`src/rtl/load_store_unit_pkg.sv`:
```
// Shared uop codes, memory access sizes and LSU state encodings.
// Latency: none (declarations only).
// Backpressure: not applicable.
package load_store_unit_pkg;

    // Uop codes shared with the decoder; only STR and LDR reach the LSU.
    localparam logic [4:0] UOP_ADD = 5'h00;
    localparam logic [4:0] UOP_LDR = 5'h10;
    localparam logic [4:0] UOP_STR = 5'h11;

    // Access size as carried on the size port; encoding 3 behaves as WORD.
    typedef enum logic [1:0] {
        BYTE = 2'd0,
        HALF = 2'd1,
        WORD = 2'd2
    } mem_size_e;

    // LSU sequencing states.
    typedef enum logic [1:0] {
        IDLE = 2'd0,
        REQ  = 2'd1,
        DONE = 2'd2
    } lsu_state_e;

    // True when the access cannot be served by a single aligned bus beat.
    function automatic logic lsu_misaligned(input logic [1:0] sz, input logic [1:0] ofs);
        if (sz == BYTE) return 1'b0;
        if (sz == HALF) return ofs[0];
        return ofs != 2'b00;
    endfunction

endpackage

```
`src/rtl/lsu_lane_align.sv`:
```
// Byte-lane steering: lane enables and placed store data, plus extraction of load data.
// Latency: purely combinational.
// Backpressure: none; outputs follow the inputs.
module lsu_lane_align
    import load_store_unit_pkg::*;
(
    input  logic [1:0]  size,
    input  logic [1:0]  ofs,
    input  logic [31:0] wdata,
    input  logic [31:0] rdata,
    output logic [3:0]  be,
    output logic [31:0] wdata_pl,
    output logic [31:0] rdata_ex
);

    logic [31:0] rdata_b;
    logic [31:0] rdata_h;

    // Bring the addressed byte / halfword down to bit 0.
    always_comb begin
        rdata_b = rdata >> {ofs, 3'b000};
        rdata_h = rdata >> {ofs[1], 4'b0000};
    end

    // Lane enables, replicated store data and zero-extended load data per size.
    always_comb begin
        be       = 4'b1111;
        wdata_pl = wdata;
        rdata_ex = rdata;
        case (size)
            BYTE: begin
                be       = 4'b0001 << ofs;
                wdata_pl = {4{wdata[7:0]}};
                rdata_ex = {24'h0, rdata_b[7:0]};
            end
            HALF: begin
                be       = ofs[1] ? 4'b1100 : 4'b0011;
                wdata_pl = {2{wdata[15:0]}};
                rdata_ex = {16'h0, rdata_h[15:0]};
            end
            default: begin
                be       = 4'b1111;
                wdata_pl = wdata;
                rdata_ex = rdata;
            end
        endcase
    end

endmodule

```
`src/rtl/load_store_unit.sv`:
```
// Data-memory access engine for STR/LDR over a req/ack bus; LSU_ALIGN_CHECK_EN aborts misaligned accesses.
// Latency: done 2 cycles after start at best; aborts with err after MAX_WAIT unacknowledged request cycles.
// Backpressure: busy stalls the core while the bus is outstanding; start outside IDLE and stray mem_ack are dropped.
module load_store_unit
    import load_store_unit_pkg::*;
#(
    parameter int MAX_WAIT = 255
) (
    input  logic        clk,
    input  logic        rst,
    input  logic        start,
    input  logic [4:0]  uop,
    input  logic [1:0]  size,
    input  logic [31:0] addr,
    input  logic [31:0] wdata,
    output logic        busy,
    output logic        done,
    output logic        err,
    output logic [31:0] rdata,
    output logic        rd_we,
    output logic        mem_req,
    output logic        mem_we,
    output logic [31:0] mem_addr,
    output logic [3:0]  mem_be,
    output logic [31:0] mem_wdata,
    input  logic        mem_ack,
    input  logic [31:0] mem_rdata
);

    localparam int CW = $clog2(MAX_WAIT + 1);
    localparam logic [CW-1:0] WAIT_LAST = CW'(MAX_WAIT - 1);

    localparam logic [1:0] ST_IDLE = IDLE;
    localparam logic [1:0] ST_REQ  = REQ;
    localparam logic [1:0] ST_DONE = DONE;

    logic [1:0]    state;
    logic [CW-1:0] wait_cnt;
    logic          is_load;
    logic [1:0]    size_q;
    logic [1:0]    ofs_q;

    logic          accept;
    logic [1:0]    al_size;
    logic [1:0]    al_ofs;
    logic [3:0]    al_be;
    logic [31:0]   al_wdata;
    logic [31:0]   al_rdata;

    assign accept = start && ((uop == UOP_STR) || (uop == UOP_LDR));

    // The aligner serves the incoming request while idle and the latched one afterwards.
    assign al_size = (state == ST_IDLE) ? size : size_q;
    assign al_ofs  = (state == ST_IDLE) ? addr[1:0] : ofs_q;

    lsu_lane_align u_align (
        .size     (al_size),
        .ofs      (al_ofs),
        .wdata    (wdata),
        .rdata    (mem_rdata),
        .be       (al_be),
        .wdata_pl (al_wdata),
        .rdata_ex (al_rdata)
    );

`ifdef LSU_ALIGN_CHECK_EN
    logic misaligned;
    assign misaligned = lsu_misaligned(size, addr[1:0]);
`endif

    // Access sequencer: accept, hold the bus request until ack or timeout, pulse done.
    always_ff @(posedge clk or posedge rst) begin
        if (rst) begin
            state     <= ST_IDLE;
            wait_cnt  <= '0;
            is_load   <= 1'b0;
            size_q    <= 2'b00;
            ofs_q     <= 2'b00;
            busy      <= 1'b0;
            done      <= 1'b0;
            err       <= 1'b0;
            rdata     <= '0;
            rd_we     <= 1'b0;
            mem_req   <= 1'b0;
            mem_we    <= 1'b0;
            mem_addr  <= '0;
            mem_be    <= '0;
            mem_wdata <= '0;
        end else begin
            case (state)
                ST_IDLE: begin
                    if (accept) begin
                        is_load  <= (uop == UOP_LDR);
                        size_q   <= size;
                        ofs_q    <= addr[1:0];
                        wait_cnt <= '0;
`ifdef LSU_ALIGN_CHECK_EN
                        if (misaligned) begin
                            // Abort without touching the bus.
                            state <= ST_DONE;
                            done  <= 1'b1;
                            err   <= 1'b1;
                        end else
`endif
                        begin
                            state     <= ST_REQ;
                            busy      <= 1'b1;
                            mem_req   <= 1'b1;
                            mem_we    <= (uop == UOP_STR);
                            mem_addr  <= {addr[31:2], 2'b00};
                            mem_be    <= al_be;
                            mem_wdata <= (uop == UOP_STR) ? al_wdata : '0;
                        end
                    end
                end
                ST_REQ: begin
                    if (mem_ack || (wait_cnt == WAIT_LAST)) begin
                        // Either outcome releases the bus in the same cycle done rises.
                        state     <= ST_DONE;
                        busy      <= 1'b0;
                        done      <= 1'b1;
                        err       <= !mem_ack;
                        rd_we     <= mem_ack && is_load;
                        rdata     <= (mem_ack && is_load) ? al_rdata : '0;
                        mem_req   <= 1'b0;
                        mem_we    <= 1'b0;
                        mem_addr  <= '0;
                        mem_be    <= '0;
                        mem_wdata <= '0;
                    end else begin
                        wait_cnt <= wait_cnt + CW'(1);
                    end
                end
                ST_DONE: begin
                    state <= ST_IDLE;
                    done  <= 1'b0;
                    err   <= 1'b0;
                    rd_we <= 1'b0;
                    rdata <= '0;
                end
                default: begin
                    state <= ST_IDLE;
                end
            endcase
        end
    end

endmodule

```
`config.mk`:
```
export PLATFORM = sky130hd
export DESIGN_NAME = load_store_unit
export DESIGN_NICKNAME = d
export VERILOG_FILES = /design/src/rtl/load_store_unit_pkg.sv /design/src/rtl/lsu_lane_align.sv /design/src/rtl/load_store_unit.sv
export SDC_FILE = /design/constraint.sdc
export NUM_CORES = 1
export LEC_CHECK = 0
export CORE_MARGIN = 2
export CORE_UTILIZATION = 47
export DETAILED_ROUTE_END_ITERATION = 7
export PLACE_DENSITY = 0.84
export RECOVER_POWER = 25
export SLEW_MARGIN = 20
export SYNTH_ARGS = -nofsm -noshare
export SYNTH_HDL_FRONTEND = slang
export SYNTH_SLANG_ARGS = --single-unit
```
`constraint.sdc`:
```
create_clock -name clk -period 6.7 [get_ports clk]
set_clock_uncertainty 0.1 [all_clocks]
set_input_delay 0.67 -clock clk [delete_from_list [all_inputs] [get_ports clk]]
set_output_delay 0.67 -clock clk [all_outputs]
set_load 0.01 [all_outputs]
```
==> run metrics <==
Final Max Tran Viols 59; Max IR drop VDD 0.170 mV; CTS resizes 0; share of post-route cells with drive strength above 1 8.29%; worst-skew pair later-pin latency 0.41 ns; kind of critical path in2async; sequential share of the synthesized area 54.8%; failing checks capacitance limit, slew limit; post-synth top area share 54.8%; setup bufs post-CTS 0; highest clock rate 0.311 GHz; crit path DAT 3.55 ns; number of I/O pins 213; NetSw 0.000547 W; asr flop ratio synth 100%; wire per inst 19.0 µm; CP max FO 61; first-pass GRT wire length 25,700 µm; CP Launch Point rst; CTS buffer count 17; vias in the first global route 4,934; critical path data required time 7.04 ns; total wire length 16,100 µm; crit path launch type input pin; Final Hold Viols 0; final setup violation count 0; nets 796; mean post-synth cell area 11.0 µm²; clock power share 42.8%; Leak 3.65 nW; r2r setup slk 4.24 ns; port bufs 210; post-route clock period utilization 47.9%; worst setup path endpoint mem_wdata[11]; placed cells 810; num rows 39; synthesized instance count 491; CTS tree yes; leading area contributor after synthesis dfrtp_1; synth warn 0; initial antenna violation count 0; Tot Pwr 0.00215 W; hold bufs inserted after CTS 0; grt total ovfl 0; CTS Buffer Depth 2; FILL cells 808; Seq cells post-synth 118; Slew @ Worst Pin 2.55 ns; Core Area 11,300 µm²; most numerous cell in the Yosys netlist dfrtp_1; worst reg2reg path depth 5; CP max stage cell clkinvlp_2; largest net degree at the start of global routing 97; drt first pass iters 5; Area Overhead vs Synth 50.2%; Die Wd 111 µm; Post-DP HPWL 11,100 µm; Setup crit end kind asynchronous set/reset pin; RR Endpoint rdata[5]; RR Startpoint state[0]; synth unique cells 52; ant diodes 0; Routed Antenna Nets 0; Slew Limit Headroom -71.2%; P_int 0.00160 W; Gate power share 18.6%; Period minus WS final 3.21 ns; Post-Syn Area 5390 µm²; ranking of synthesized cells by area dfrtp_1 (55%), a22o_1 (8.8%), nand2_1 (6.7%); slowest stage delay, CP 1.45 ns; die height 111 µm; synth cell count leaders dfrtp_1 (118), nand2_1 (96), a22o_1 (54); multi-input logic area 2190 µm²; clock sink count 118; max-cap viol count 1; EDFF count, synth 0; CTS H-tree lvls 4; pwr dens 265 nW/µm²; root buffer cell clkbuf_16; clk slew on worst S/H paths 0.05 ns; RSZ-0062 raised after global routing no; GPL Wtd Cong 0.895; Layout Cell Area excl Fill 8100 µm²; top_reg_cell synth dfrtp_1; total track usage 26.1%; status finished, violations left; DR vias/cell 5.67; total negative slack 0 ns; Cell Chain, Critical Path dlygate4sd3_1, clkinvlp_2, buf_4; DP Area 7480 µm²; HP Class reg2reg; Sequential Power Share 38.6%; Non-Filler Instances 843; switching portion of total power 25.5%; DR vias 4,777; initial drt markers 472; Die Area 12,300 µm²; initial cell density of the core 47.6%; Register Area 2950 µm²; hold path depth 2; post-route DRC violation count 0
==> cell usage in the layout, fill, tap and decap left out, types with 2 or more instances in the layout <==
| cell type | netlist | final |
|---|---|---|
| clkdlybuf4s50_1 | 0 | 184 |
| dfrtp_1 | 118 | 118 |
| nand2_1 | 96 | 97 |
| a22o_1 | 54 | 54 |
| dlygate4sd3_1 | 0 | 26 |
| nor2_1 | 19 | 19 |
| o21ai_0 | 19 | 19 |
| o31ai_1 | 17 | 17 |
| clkbuf_16 | 0 | 17 |
| nand3_1 | 13 | 13 |
| mux2i_1 | 12 | 12 |
| and2_1 | 11 | 11 |
| o21ai_1 | 10 | 10 |
| a31oi_1 | 8 | 8 |
| a221o_1 | 8 | 8 |
| o41ai_2 | 6 | 6 |
| inv_1 | 6 | 5 |
| nand4_1 | 4 | 4 |
| and3_1 | 4 | 4 |
| xor2_1 | 4 | 4 |
| o22ai_1 | 4 | 4 |
| o32ai_1 | 4 | 4 |
| clkinv_2 | 0 | 3 |
| clkinv_4 | 0 | 3 |
| bufinv_16 | 0 | 3 |
| clkinvlp_4 | 0 | 3 |
| buf_4 | 6 | 3 |
| nor2_2 | 2 | 2 |
| a21oi_4 | 2 | 2 |
| mux2i_4 | 2 | 2 |
| mux2_2 | 2 | 2 |
| o41ai_1 | 2 | 2 |
| ha_1 | 2 | 2 |
| conb_1 | 1 | 2 |
| clkbuf_1 | 11 | 2 |
==> registers in the layout (all words and copies together), names as in the netlist, 2 cells and up <==
name,flops
mem_addr,30
mem_be,4
mem_wdata,32
ofs_q,2
rdata,32
size_q,2
state,2
wait_cnt,8
==> through the flow <==
| step | worst slack, ns | hold slack (ns) | util [%] |
|---|---|---|---|
| 6_report | 3.49 | 0.375 | 71.5 |
| 5_1_grt | 2.98 | 0.405 | 71.5 |
| 4_1_cts | 3.95 | 0.381 | 71.4 |
| 3_5_place_dp | 3.69 | 0.369 | 66.1 |
| 3_3_place_gp | 3.78 | 0.355 | 66.1 |
| 2_1_floorplan | 2.80 | 0.342 | - |
==> area by class of cell <==
cell class              instances  area share, %
clock buffers                  20           5.52
clock inverters                12           1.90
inverters                       6          0.294
multi-input cells             330           27.0
flip-flops and latches        118           36.5
well taps                     143           2.21
repair buffers                214           26.6
==> kinds of logic (layout without fill, tap and decap cells) <==
| kind of cell | after synthesis | count (layout) | synth area share [%] |
|---|---|---|---|
| flops | 118 | 118 | 54.8 |
| other cells | 1 | 2 | 0.0696 |
| fa+ha+maj | 2 | 2 | 0.464 |
| simple gates | 162 | 162 | 14.0 |
| buf+inv | 44 | 252 | 4.50 |
| mux | 17 | 17 | 3.76 |
| compound gates | 143 | 143 | 21.8 |
| xor+xnor | 4 | 4 | 0.650 |
==> power groups by stage <==
stage | combinational (W) | clock, W | sequential, W
finish | 0.000399 | 0.000920 | 0.000830
global route | 0.000427 | 0.000960 | 0.000838
CTS | 0.000403 | 0.000927 | 0.000830
detailed placement | 0.000400 | 0 | 0.000838
global placement | 0.000392 | 0 | 0.000838
floorplan | 0.000142 | 0 | 0.000864
==> layer usage <==
| layer | track usage, % | vias to the layer above | part of all wire [%] |
|---|---|---|---|
| li1 | - | 2178 | - |
| met1 | 32.0 | 2328 | 40 |
| met2 | 44.3 | 220 | 51 |
| met3 | 4.76 | 51 | 5.5 |
| met4 | 13.5 | 0 | 3.9 |
| met5 | 0 | - | 0 |
==> critical path: cells and delay by family <==
kind / cells / cell delay (ns)
buffers and inverters: 3 / 2.83
==> worst min path at each step <==
| stage | start | end | slack [ns] |
|---|---|---|---|
| 2_1_floorplan | ofs_q[0] | ofs_q[0] | 0.34 |
| 3_3_place_gp | ofs_q[0] | ofs_q[0] | 0.36 |
| 3_5_place_dp | mem_wdata[8] | mem_wdata[8] | 0.37 |
| 4_1_cts | mem_wdata[12] | mem_wdata[12] | 0.38 |
| 5_1_grt | mem_wdata[5] | mem_wdata[5] | 0.41 |
| 6_report | mem_wdata[12] | mem_wdata[12] | 0.37 |
No activity file was read; power rests on OpenSTA's default activity.
